File: src/rtl/pingpong_ctrl.sv
// -----------------------------------------------------------------------------
// pingpong_ctrl
//
// Game sequencer for the 9-bit LED ping-pong field. The ball position lives
// in an external 9-bit shift/load register whose Q outputs are fed back on
// `q`. This block decides each cycle whether that register holds, shifts
// toward Q[8], shifts toward Q[0], clears, or loads a serve position. It also
// detects hits, misses and early presses, and it keeps the score.
//
// Player A defends the Q[0] end and player B defends the Q[8] end.
//
// Optional feature macro: PINGPONG_SPEEDUP_EN
//   Defined   : a 3-bit rally counter (saturates at 6) counts the hits in the
//               current rally. The ball step period is STEP_DIV >> (rally/2),
//               with a floor of 2 cycles.
//   Undefined : the ball step period is always STEP_DIV.
//
// Parameters:
//   STEP_DIV   clock cycles per ball step (minimum 2)
//   WIN_SCORE  points that end the game (1..15)
//
// Ports:
//   clk        system clock; all state changes on the rising edge
//   rst        synchronous, active-high reset
//   start      one-cycle pulse; begins a game from IDLE or OVER
//   btn_a      one-cycle hit pulse from player A (already debounced)
//   btn_b      one-cycle hit pulse from player B (already debounced)
//   q          Q feedback from the LED register (current ball position)
//   sl         register S_L: 1 = parallel load, 0 = shift toward Q[8]
//   s_in       register serial input; always 0
//   p_in       register parallel input
//   score_a    player A score
//   score_b    player B score
//   state      IDLE=0 SERVE=1 MOVE_UP=2 MOVE_DN=3 POINT=4 OVER=5
//   game_over  high while in OVER
// -----------------------------------------------------------------------------
module pingpong_ctrl #(
  parameter int STEP_DIV  = 12500000,
  parameter int WIN_SCORE = 9
) (
  input  logic       clk,
  input  logic       rst,
  input  logic       start,
  input  logic       btn_a,
  input  logic       btn_b,
  input  logic [8:0] q,
  output logic       sl,
  output logic       s_in,
  output logic [8:0] p_in,
  output logic [3:0] score_a,
  output logic [3:0] score_b,
  output logic [2:0] state,
  output logic       game_over
);

  typedef enum logic [2:0] {
    ST_IDLE    = 3'd0,
    ST_SERVE   = 3'd1,
    ST_MOVE_UP = 3'd2,
    ST_MOVE_DN = 3'd3,
    ST_POINT   = 3'd4,
    ST_OVER    = 3'd5
  } state_e;

  // Register action requested for the coming clock edge.
  typedef enum logic [2:0] {
    ACT_HOLD,
    ACT_UP,
    ACT_DN,
    ACT_CLR,
    ACT_LOAD_A,
    ACT_LOAD_B
  } act_e;

  localparam int             CNT_W     = $clog2(STEP_DIV);
  localparam logic [CNT_W-1:0] STEP_LAST = CNT_W'(STEP_DIV - 1);
  localparam logic [3:0]     WIN       = 4'(WIN_SCORE);

  // Server encoding: 0 = player A, 1 = player B.
  localparam logic SRV_A = 1'b0;
  localparam logic SRV_B = 1'b1;

  // ---------------------------------------------------------------------------
  // State
  // ---------------------------------------------------------------------------
  state_e           state_q, state_d;
  logic [CNT_W-1:0] cnt_q, cnt_d;
  logic [3:0]       score_a_q, score_a_d;
  logic [3:0]       score_b_q, score_b_d;
  logic             server_q, server_d;

  // ---------------------------------------------------------------------------
  // Step period and tick
  // ---------------------------------------------------------------------------
  logic [CNT_W-1:0] move_last;  // last count value while the ball is moving
  logic [CNT_W-1:0] cnt_last;
  logic             in_move;
  logic             tick;

`ifdef PINGPONG_SPEEDUP_EN
  logic [2:0]  rally_q, rally_d;
  logic [31:0] fast_period;

  // rally/2 is simply rally[2:1]; with rally capped at 6 the shift tops out
  // at 3, which gives the STEP_DIV/8 minimum.
  always_comb begin
    fast_period = 32'(STEP_DIV) >> rally_q[2:1];
    if (fast_period < 32'd2) begin
      fast_period = 32'd2;
    end
  end

  assign move_last = CNT_W'(fast_period - 32'd1);
`else
  assign move_last = STEP_LAST;
`endif

  assign in_move  = (state_q == ST_MOVE_UP) || (state_q == ST_MOVE_DN);
  // POINT always waits the full STEP_DIV. The rally speed applies only to
  // ball travel.
  assign cnt_last = in_move ? move_last : STEP_LAST;
  assign tick     = (cnt_q == cnt_last);

  // ---------------------------------------------------------------------------
  // Rally event decode (shared by the next-state and output logic)
  // ---------------------------------------------------------------------------
  logic recv_btn;   // button of the player the ball is travelling toward
  logic at_end;     // ball sits on the receiver's last LED
  logic lost_ball;  // ball on the end, or q corrupt (all zero)
  logic ev_hit;
  logic ev_point;
  logic ev_step;

  // NOTE: every variable written in an always_comb gets a default before any
  // branch. A path that leaves a variable unassigned infers a latch.
  always_comb begin
    recv_btn = 1'b0;
    at_end   = 1'b0;
    case (state_q)
      ST_MOVE_UP: begin
        recv_btn = btn_b;
        at_end   = q[8];
      end
      ST_MOVE_DN: begin
        recv_btn = btn_a;
        at_end   = q[0];
      end
      default: ;
    endcase

    // A press that does not meet the ball is an early press, and so a point
    // for the opponent. A press that meets the ball wins over a tick that
    // falls on the same cycle.
    lost_ball = at_end || (q == 9'd0);
    ev_hit    = in_move && recv_btn && at_end;
    ev_point  = in_move && ((recv_btn && !at_end) || (!recv_btn && tick && lost_ball));
    ev_step   = in_move && !recv_btn && tick && !lost_ball;
  end

  // ---------------------------------------------------------------------------
  // State register
  // ---------------------------------------------------------------------------
  // NOTE: sequential state uses non-blocking assignments only. Every flop
  // then samples the value it had before the edge, whatever the order of
  // evaluation.
  always_ff @(posedge clk) begin
    // NOTE: the reset is synchronous, so it sits inside the clocked block and
    // is not in the sensitivity list.
    if (rst) begin
      state_q   <= ST_IDLE;
      cnt_q     <= '0;
      score_a_q <= '0;
      score_b_q <= '0;
      server_q  <= SRV_A;
    end else begin
      state_q   <= state_d;
      cnt_q     <= cnt_d;
      score_a_q <= score_a_d;
      score_b_q <= score_b_d;
      server_q  <= server_d;
    end
  end

`ifdef PINGPONG_SPEEDUP_EN
  always_ff @(posedge clk) begin
    if (rst) begin
      rally_q <= '0;
    end else begin
      rally_q <= rally_d;
    end
  end
`endif

  // ---------------------------------------------------------------------------
  // Next-state logic
  // ---------------------------------------------------------------------------
  always_comb begin
    state_d   = state_q;
    score_a_d = score_a_q;
    score_b_d = score_b_q;
    server_d  = server_q;

    case (state_q)
      ST_IDLE: begin
        if (start) begin
          state_d = ST_SERVE;
        end
      end

      ST_SERVE: begin
        // Only the server's button launches the ball.
        if (server_q == SRV_A && btn_a) begin
          state_d = ST_MOVE_UP;
        end else if (server_q == SRV_B && btn_b) begin
          state_d = ST_MOVE_DN;
        end
      end

      ST_MOVE_UP: begin
        if (ev_hit) begin
          state_d = ST_MOVE_DN;
        end else if (ev_point) begin
          // A scores. B lost the point, so B serves next.
          state_d   = ST_POINT;
          score_a_d = score_a_q + 4'd1;
          server_d  = SRV_B;
        end
      end

      ST_MOVE_DN: begin
        if (ev_hit) begin
          state_d = ST_MOVE_UP;
        end else if (ev_point) begin
          state_d   = ST_POINT;
          score_b_d = score_b_q + 4'd1;
          server_d  = SRV_A;
        end
      end

      ST_POINT: begin
        // The loser now holds the serve, so the scorer is the other player.
        if (tick) begin
          if ((server_q == SRV_B ? score_a_q : score_b_q) == WIN) begin
            state_d = ST_OVER;
          end else begin
            state_d = ST_SERVE;
          end
        end
      end

      ST_OVER: begin
        if (start) begin
          state_d   = ST_SERVE;
          score_a_d = '0;
          score_b_d = '0;
          server_d  = SRV_A;
        end
      end

      default: state_d = ST_IDLE;
    endcase
  end

  // The step counter wraps on its tick. It restarts on any state change and
  // on a hit, so every new ball flight gets a full period.
  always_comb begin
    cnt_d = tick ? '0 : cnt_q + 1'b1;
    if (state_d != state_q || ev_hit) begin
      cnt_d = '0;
    end
  end

`ifdef PINGPONG_SPEEDUP_EN
  always_comb begin
    rally_d = rally_q;
    if (state_d == ST_SERVE && state_q != ST_SERVE) begin
      rally_d = '0;
    end else if (ev_hit && rally_q != 3'd6) begin
      rally_d = rally_q + 3'd1;
    end
  end
`endif

  // ---------------------------------------------------------------------------
  // Output logic: register control for the coming edge
  // ---------------------------------------------------------------------------
  act_e act;

  always_comb begin
    act = ACT_CLR;
    case (state_q)
      ST_SERVE: act = (server_q == SRV_B) ? ACT_LOAD_B : ACT_LOAD_A;
      ST_MOVE_UP,
      ST_MOVE_DN: begin
        if (ev_point) begin
          act = ACT_CLR;
        end else if (ev_step) begin
          act = (state_q == ST_MOVE_UP) ? ACT_UP : ACT_DN;
        end else begin
          act = ACT_HOLD;
        end
      end
      default: act = ACT_CLR;
    endcase

    sl   = 1'b1;
    s_in = 1'b0;
    p_in = q;
    case (act)
      ACT_HOLD:   p_in = q;
      ACT_UP:     sl   = 1'b0;
      ACT_DN:     p_in = {1'b0, q[8:1]};
      ACT_CLR:    p_in = 9'h000;
      ACT_LOAD_A: p_in = 9'h001;
      ACT_LOAD_B: p_in = 9'h100;
      default:    p_in = 9'h000;
    endcase

    // Clear the register on the same edge that resets this block.
    if (rst) begin
      sl   = 1'b1;
      p_in = 9'h000;
    end
  end

  assign state     = state_q;
  assign score_a   = score_a_q;
  assign score_b   = score_b_q;
  assign game_over = (state_q == ST_OVER);

endmodule

File: config.mk
export PLATFORM = sky130hd
export DESIGN_NAME = pingpong_ctrl
export DESIGN_NICKNAME = d
export VERILOG_FILES = /design/src/rtl/pingpong_ctrl.sv
export SDC_FILE = /design/constraint.sdc
export NUM_CORES = 1
export LEC_CHECK = 0
export CAP_MARGIN = 20
export CELL_PAD_IN_SITES_DETAIL_PLACEMENT = 2
export CELL_PAD_IN_SITES_GLOBAL_PLACEMENT = 2
export CORE_MARGIN = 5
export CORE_UTILIZATION = 32
export DETAILED_ROUTE_END_ITERATION = 8
export PLACE_DENSITY = 0.8
export SYNTH_ARGS = -nofsm -noshare
export SYNTH_HDL_FRONTEND = slang
export SYNTH_SLANG_ARGS = --single-unit
File: constraint.sdc
create_clock -name clk -period 3.8 [get_ports clk]
set_clock_uncertainty 0.1 [all_clocks]
set_input_delay 0.57 -clock clk [delete_from_list [all_inputs] [get_ports clk]]
set_output_delay 0.57 -clock clk [all_outputs]
set_load 0.005 [all_outputs]
== Yosys cells after proc, flatten, opt, wreduce, memory -nomap -nowiden ==
Index checks and enable logic that the tools add are counted.
W data, S select, Z words.
Cells by class
  $add $sub $neg: 3
  equal/unequal tests: 17
  mux-type cells: 34
  bitwise logic cells: 1
  reductions and logical operators: 31
Operator list (count)
  $pmux W9 S4: 1
  $add A24 B1 Y24 const B: 1
  $eq A24 B24 Y1 const B: 1
  $mux W3: 8
  $mux W4: 6
  $pmux W4 S2: 2
  $pmux W3 S5: 1
  $eq A3 B3 Y1 const B: 4
  $logic_and A1 B1 Y1: 11
  $ne A2 B2 Y1 const B: 5
  $eq A3 B2 Y1 const B: 3
  $logic_not A9 Y1: 1
  $mux W9: 1
  $add A4 B1 Y4 const B: 2
  $mux W1: 8
  $reduce_and A4 Y1: 2
  $eq A3 B1 Y1 const B: 2
  $logic_not A3 Y1: 2
  $mux W2: 3
  $pmux W3 S2: 1
  $reduce_and A6 Y1: 1
  $reduce_or A2 Y1: 3
  $eq A4 B4 Y1 const B: 1
  $logic_or A1 B1 Y1: 4
  other kinds (8): 12
Storage, ports and cells
  register bits: 36
  input port bits: 14
  word-level logic and storage cells: 91

== Logic depth before layout (Yosys ltp) ==
Gate-level depths: netlist of run 1.
  depth after elaboration: 13
  depth in mapped cells: 8
  mapped depth without buffers: 7

== Least setup slack after synthesis of run 1 ==
OpenSTA, ideal clock, no wires.
  path kind: input to output
  start point: input q[2]
  end point: output p_in[1]
  data arrival time: 2230 ps
  setup slack: 900 ps
  cell stages on the path: 6
  path through: or4_1 -> nor4_1 -> nor2_1 -> a211oi_1 -> nor2_1 -> a22o_1
On the way
  word-level cells in the longest chain between the ends: 11
  elaborated cells between the ends (all ways): 18
Ends and longest elaborated chain
  from (decl): RTL line 46  | input logic [8:0] q,
  $logic_not A9 Y1: RTL line 154  | lost_ball = at_end || (q == 9'd0);
  $logic_or A1 B1 Y1: RTL line 154
  $logic_not A1 Y1 / $logic_and A1 B1 Y1 (equally long branches): RTL line 157, 156
  $logic_and A1 B1 Y1 / $logic_or A1 B1 Y1 (equally long branches): RTL line 157, 156
  $mux W2 / $logic_and A1 B1 Y1 (equally long branches): RTL line 297, 156
  $mux W2: RTL line 295  | if (ev_point) begin
  $pmux W3 S2: RTL line 291  | case (state_q)
  $eq A3 B1 Y1 / $logic_not A3 Y1 (equally long branches): RTL line 309  | case (act)
  $reduce_or A2 Y1 (no source line)
  $pmux W9 S4 (*): RTL line 309
  $mux W9 (*): RTL line 320  | if (rst) begin
  to (decl): RTL line 49  | output logic [8:0] p_in,
Every way passes the cells marked *; elsewhere a longest branch is shown, timed or not.

== Final worst setup path of run 1 ==
  start point: input q[3]
  end point: output p_in[8]
On the way
  word-level cells in the longest chain between the ends: 11
  elaborated cells between the ends (all ways): 18
Ends and longest elaborated chain (RTL line)
  $logic_not A9 Y1 (*): 154
  $logic_or A1 B1 Y1 (*): 154
  $logic_not A1 Y1 / $logic_and A1 B1 Y1 (equally long branches): 157, 156
  $logic_and A1 B1 Y1 / $logic_or A1 B1 Y1 (equally long branches): 157, 156
  $mux W2 / $logic_and A1 B1 Y1 (equally long branches): 297, 156
  $mux W2 (*): 295
  $pmux W3 S2 (*): 291
  $eq A3 B1 Y1 / $logic_not A3 Y1 (equally long branches): 309
  $reduce_or A2 Y1 (no source line)
  $pmux W9 S4 (*): 309
  $mux W9 (*): 320
Marked as above.

==> results of run 1 <==
-- sequential cells by signal (all words and copies together), names as in the netlist --
signal and cells:
cnt_q 24, state 3, score_b 4, score_a 4, server_q 1
-- final timing paths --
path | start | to | slack [ns]
worst min register to register | cnt_q[0] | cnt_q[0] | 0.37
worst min-delay path | cnt_q[0] | cnt_q[0] | 0.37
worst max-delay path | q[3] | p_in[8] | 0.08
worst max register to register | cnt_q[0] | score_b[2] | 1.06
-- power groups by stage --
stage	combinational, mW	sequential, mW	clock (mW)
after floorplan	0.0592	0.394	0
after global placement	0.117	0.395	0
after detailed placement	0.121	0.396	0
after CTS	0.123	0.387	0.354
after global routing	0.136	0.388	0.376
final	0.126	0.387	0.347
-- per-stage QoR --
stage	cell area (um2)	worst slack, ns
3_3_place_gp	2540	0.00696
2_1_floorplan	2060	0.900
6_report	2710	0.0773
5_1_grt	2710	-0.00720
4_1_cts	2670	0.0782
3_5_place_dp	2540	-0.0752
-- cells in the final DEF (no fill, tap or decap), drive strengths merged, types with 2 or more instances in the layout --
master         count
mux2               2
nand2b             4
or4                2
xnor2             14
ha                 3
buf               11
a31oi              2
or3               12
nor2b              3
nor3b              2
nand4b             4
clkdlybuf4s50     33
nand2             19
nor2              40
nor3               6
xor2               5
and2               2
nor4               6
o21ai             11
nand3             20
nand4              6
dfxtp             36
a211oi             2
o21a               2
clkbuf             5
o41ai              2
a221oi             3
inv               12
dlymetal6s2s       2
o32ai              2
a21oi             13
a22o               8
-- logic make-up (layout without fill, tap and decap cells) --
logic type / count (synthesis) / after routing
simple gates: 129 / 129
compound gates: 51 / 51
flops: 36 / 36
buf+inv: 23 / 66
xor+xnor: 19 / 19
fa+ha+maj: 3 / 3
mux: 2 / 2
other cells: 1 / 1
-- area by class of cell --
type                       instances  area [um2]  area share [%]
inverter                          12        45.0            1.66
clock inverter                     3        42.5            1.57
clock buffer                       5        68.8            2.54
timing repair buffer              46         438            16.2
multi-input combinational        205        1290            47.9
sequential                        36         721            26.6
tap                               77        96.3            3.56
-- routing by layer --
metal  GRT usage (%)  up-vias  routed length, um
li1                -     1030                  -
met1            21.6     1073               3150
met2            30.5       33               3510
met3            3.58        5                247
met4            4.09        0                 52
met5               0        -                  0
-- repair_timing --
item	in CTS	in global routing
pin swaps	0	4
gates resized for setup	3	8
endpoints found under the setup margin	8	10
-- worst max-delay path, stage by stage --
cell and delay (ns):
clkdlybuf4s50_1 0.46, or4_4 0.55, nor4_4 0.21, nor2_2 0.08, a211oi_2 0.35, buf_4 0.18
o32ai_1 0.07, nor2b_1 0.13, clkdlybuf4s50_1 0.44
==> results.yml, run 1 <==
final_layout:
  utilization_pct: 42.9
  diodes: 0
  final_cells: 384
  fillers: 701
  drive_gt1_share_pct: 10.1
  nNetsFinal: 323
  area_growth_pct: 31.3
route:
  drt_iter0_drc: 79
  wl_per_cell_um: 18.1
  vias: 2141
  via_per_inst: 5.58
  routed_wl_um: 6960
  post-route-drc-count: 0
  firstDrtPassIters: 6
  ant_nets: 0
clock_network:
  cts_htree_levels: 2
  clock-sinks: 36
  clk_pin_slew_ns: 0.08
  cts_setup_buffers: 0
  worstSkewPairLatency_ns: 0.30
  cts_inserted_buffers: 5
  cts_hold_buf: 0
  clockBufferDepth: 2
  cts_tree: "done"
  ctsRootBufferMaster: "clkbuf_8"
global_route:
  overflow: 0
  grt_max_degree: 25
  antenna_found_initial: 0
  grt_pass1_wl_um: 11700
  gr-usage-all-layers_pct: 17.3
  grt_pass1_vias: 2292
logic_synthesis:
  synthMuxAreaShare_pct: 1.09
  seq_area_frac_synth_pct: 35.0
  yosys_warnings: 0
  synth_cell_types: 43
  ys_top_cells_by_area: "dfxtp_1, nor2_1, xnor2_1, nand3_1, or3_1"
  ys_top_cells_by_count: "nor2_1, dfxtp_1, nand2_1, nand3_1, xnor2_1"
  yosys.area.top_type: "dfxtp_1"
  avgSynthCellArea_um2: 7.81
  syn_nets: 281
  synth_area_mm2: 0.00206
  synth_xor_area_share_pct: 8.08
  synthCells: 264
  synthArstFlopShare_pct: 0
  synthSimpleGateAreaFrac_pct: 32.7
  synth-edff-count: 0
  ys_ff_latch: 36
  synth_top_area_share_pct: 35.0
  post-synth-top-count-cell: "nor2_1"
  synth-compound-area-share_pct: 16.8
  yosys.area_share.adder_pct: 1.82
  synth_top_family_by_area: "simple AND/OR/NAND/NOR gates"
  ys.flop_type: "dfxtp_1"
sta:
  timing.fmax_mhz: 269
  whs_ns: 0.369
  slew_viol_final: 0
  setup_viol: 0
  min_period_ns: 3.72
  hold_viol_final: 0
  finalCritPeriodShare_pct: 98.0
  tightest_slew_ns: 0.613
  max_slew_margin_pct: 58.8
  fin_setup_tns_ns: 0
placement:
  numPortBuffers: 35
  placed_cells: 376
  gp_congestion: 0.753
  dp_hpwl_um: 5160
pwr:
  ir_drop_uv: 134
  total_switching_power_mw: 0.228
  pwr-share-seq_pct: 45.0
  internal_power_mw: 0.632
  power_density_mw_per_mm2: 318
  netSwitchingFraction_pct: 26.5
  pwr-share-comb_pct: 14.6
  leakage_nw: 0.885
  total_power_mw: 0.860
  p_clk_share_pct: 40.4
setup_path:
  cp_data_required_time_ns: 3.13
  end_kind: "output pin"
  crit_path_max_fanout: 3
  crit_arrival_ns: 3.05
  critPathKind: "in2out"
  startpoint_type: "input port"
  reg2regPathDepth: 9
die:
  pin_count: 37
  dieArea_mm2: 0.00815
  die_y_um: 90.3
  start_util_pct: 32.6
  rows: 29
  coreArea_mm2: 0.00631
  die_w_um: 90.3
run:
  cap_viol_max_count: 0
hold_path:
  holdPathStages: 1
  hold_class: "reg2reg"
outcome:
  status: "complete, no violations"
Power figures use the tool's default switching activity.
==> run 2, diff against run 1 <==
- CORE_UTILIZATION: 32 -> 30
- PLACE_DENSITY: 0.8 -> 0.75
- clock period: 3.8 -> 4.16 ns (I/O delays scaled with it)
==> run 2 against run 1 <==
  * First-iteration DRC count decreased by 19%
  * Clock power down 24%
  * Hold slack worse by 0.0016 ns
  * Wire length is 9.4% lower
  * Sequential power is 8.3% lower
  * Die area is 5.9% higher
  * Global-route usage down 1.9 points
  * Via count shrank 4.3%
  * Count of clock-buffer cells in the layout increased by 2
  * Core utilization is 4.0 points lower
  * Setup slack improved by 0.14 ns
==> results.yml, run 2 (synthesis results as in run 1) <==
outcome:
  status: "complete, no violations"
setup_path:
  startpoint_type: "input port"
  crit_path_max_fanout: 8
  cp_data_required_time_ns: 3.44
  critPathKind: "in2out"
  end_kind: "output pin"
  crit_arrival_ns: 3.22
final_layout:
  regArea_um2: 721
  drive_gt1_share_pct: 7.24
  postLayoutCellArea_mm2: 0.00263
  largest_register: "cnt_q"
  layout_common_cells: "nor2_1, dfxtp_1, clkdlybuf4s50_1"
  diodes: 0
  mostFrequentLayoutCell: "nor2_1"
  final_cells: 384
  area_growth_pct: 27.4
  multi_input_area_mm2: 0.00126
  largest_reg_flops: 24
  fillers: 801
  nNetsFinal: 320
clock_network:
  cts_inserted_buffers: 5
  cts_hold_buf: 0
  clock-sinks: 36
  cts_htree_levels: 2
  cts_tree: "done"
  worstSkewPairLatency_ns: 0.29
  cts_setup_buffers: 0
  clk_pin_slew_ns: 0.07
  clockBufferDepth: 2
  ctsRootBufferMaster: "clkbuf_8"
global_route:
  overflow: 0
  grt_max_degree: 25
  grt_pass1_wl_um: 10800
  gr-usage-all-layers_pct: 15.4
  grt_pass1_vias: 2102
  antenna_found_initial: 0
sta:
  min_period_ns: 3.95
  finalCritPeriodShare_pct: 94.9
  setup_viol: 0
  timing.fmax_mhz: 253
  slew_viol_final: 0
  hold_viol_final: 0
  tightest_slew_ns: 0.553
  rsz0062_at_grt: "false"
  max_slew_margin_pct: 62.8
  fin_setup_tns_ns: 0
route:
  via_per_inst: 5.34
  drt_iter0_drc: 64
  wl_per_cell_um: 16.4
  routed_wl_um: 6310
  firstDrtPassIters: 4
  ant_nets: 0
  post-route-drc-count: 0
  vias: 2049
placement:
  gp_congestion: 0.782
  placed_cells: 376
  dp_hpwl_um: 4810
  place_area_mm2: 0.00253
  numPortBuffers: 35
die:
  pin_count: 37
  die_y_um: 92.9
  rows: 30
  coreArea_mm2: 0.00676
  start_util_pct: 30.5
  die_w_um: 92.9
  dieArea_mm2: 0.00863
hold_path:
  hold_class: "reg2reg"
pwr:
  power_density_mw_per_mm2: 275
  leakage_nw: 0.818
  ir_drop_uv: 181
run:
  cap_viol_max_count: 0
[run 2: cell count changes in the layout (fill, tap and decap cells not counted), moves of 2 or more]
cell             before  now
buf_4                11    8
clkdlybuf4s50_1      33   35
dlymetal6s2s_1        2    0
nor2_1               37   40
nor2_2                2    0
nor4_2                0    2
nor4_4                2    0
[run 2: path summary, 6_finish.rpt]
kind / start / endpoint / slack (ns) / depth (start not counted)
max: q[2] / p_in[2] / 0.21 / 8
min: cnt_q[0] / cnt_q[0] / 0.37 / 1
max reg2reg: cnt_q[0] / score_b[2] / 1.48 / 9
min reg2reg: cnt_q[0] / cnt_q[0] / 0.37 / 1
[run 2: worst max-delay path, cell delays in order]
cell             delay, ns
clkdlybuf4s50_1       0.45
or4_1                 0.57
nor4_2                0.29
nor2_1                0.10
a211oi_1              0.30
nor2_1                0.19
a22o_1                0.26
clkdlybuf4s50_1       0.44
[run 2: power breakdown]
group          switching, mW  internal (mW)
clock                  0.127          0.135
sequential           0.00613          0.349
combinational         0.0561         0.0487
[run 2: cell type report]
| class | count | share of cell area [%] |
|---|---|---|
| Clock buffer | 7 | 3.29 |
| Clock inverter | 1 | 0.286 |
| Inverter | 12 | 1.72 |
| Multi-Input combinational cell | 205 | 47.8 |
| Sequential cell | 36 | 27.4 |
| Tap cell | 80 | 3.81 |
| Timing Repair Buffer | 43 | 15.6 |
[run 2: per-layer routing]
| layer | GRT usage (%) | wire (um) | share of wire (%) | vias to the layer above |
|---|---|---|---|---|
| met1 | 19.4 | 3050 | 48 | 990 |
| met3 | 3.98 | 234 | 3.7 | 4 |
| met2 | 26.3 | 2980 | 47 | 35 |
| li1 | - | - | - | 1020 |
| met4 | 3.30 | 42 | 0.67 | 0 |
| met5 | 0 | 0 | 0 | - |
[run 2: what timing repair did]
action / CTS / global route
setup endpoints to repair: 0 / 2
endpoints found under the hold margin: 0 / 0
gates resized for setup: 0 / 1
[run 2: metrics by stage]
stage | power, mW | hold slack (ns) | utilization (%) | worst slack, ns
finish | 0.721 | 0.368 | 38.9 | 0.213
global route | 0.764 | 0.416 | 38.9 | 0.0537
CTS | 0.738 | 0.376 | 38.8 | 0.133
detailed placement | 0.468 | 0.358 | 37.4 | 0.139
global placement | 0.466 | 0.349 | 37.4 | 0.230
floorplan | 0.414 | 0.330 | - | 1.15
==> run 3, diff against run 2 <==
- SLEW_MARGIN: not set -> 20
==> results of run 3 <==
Same layout as run 2: the final DEF is identical, and so are final timing and power.
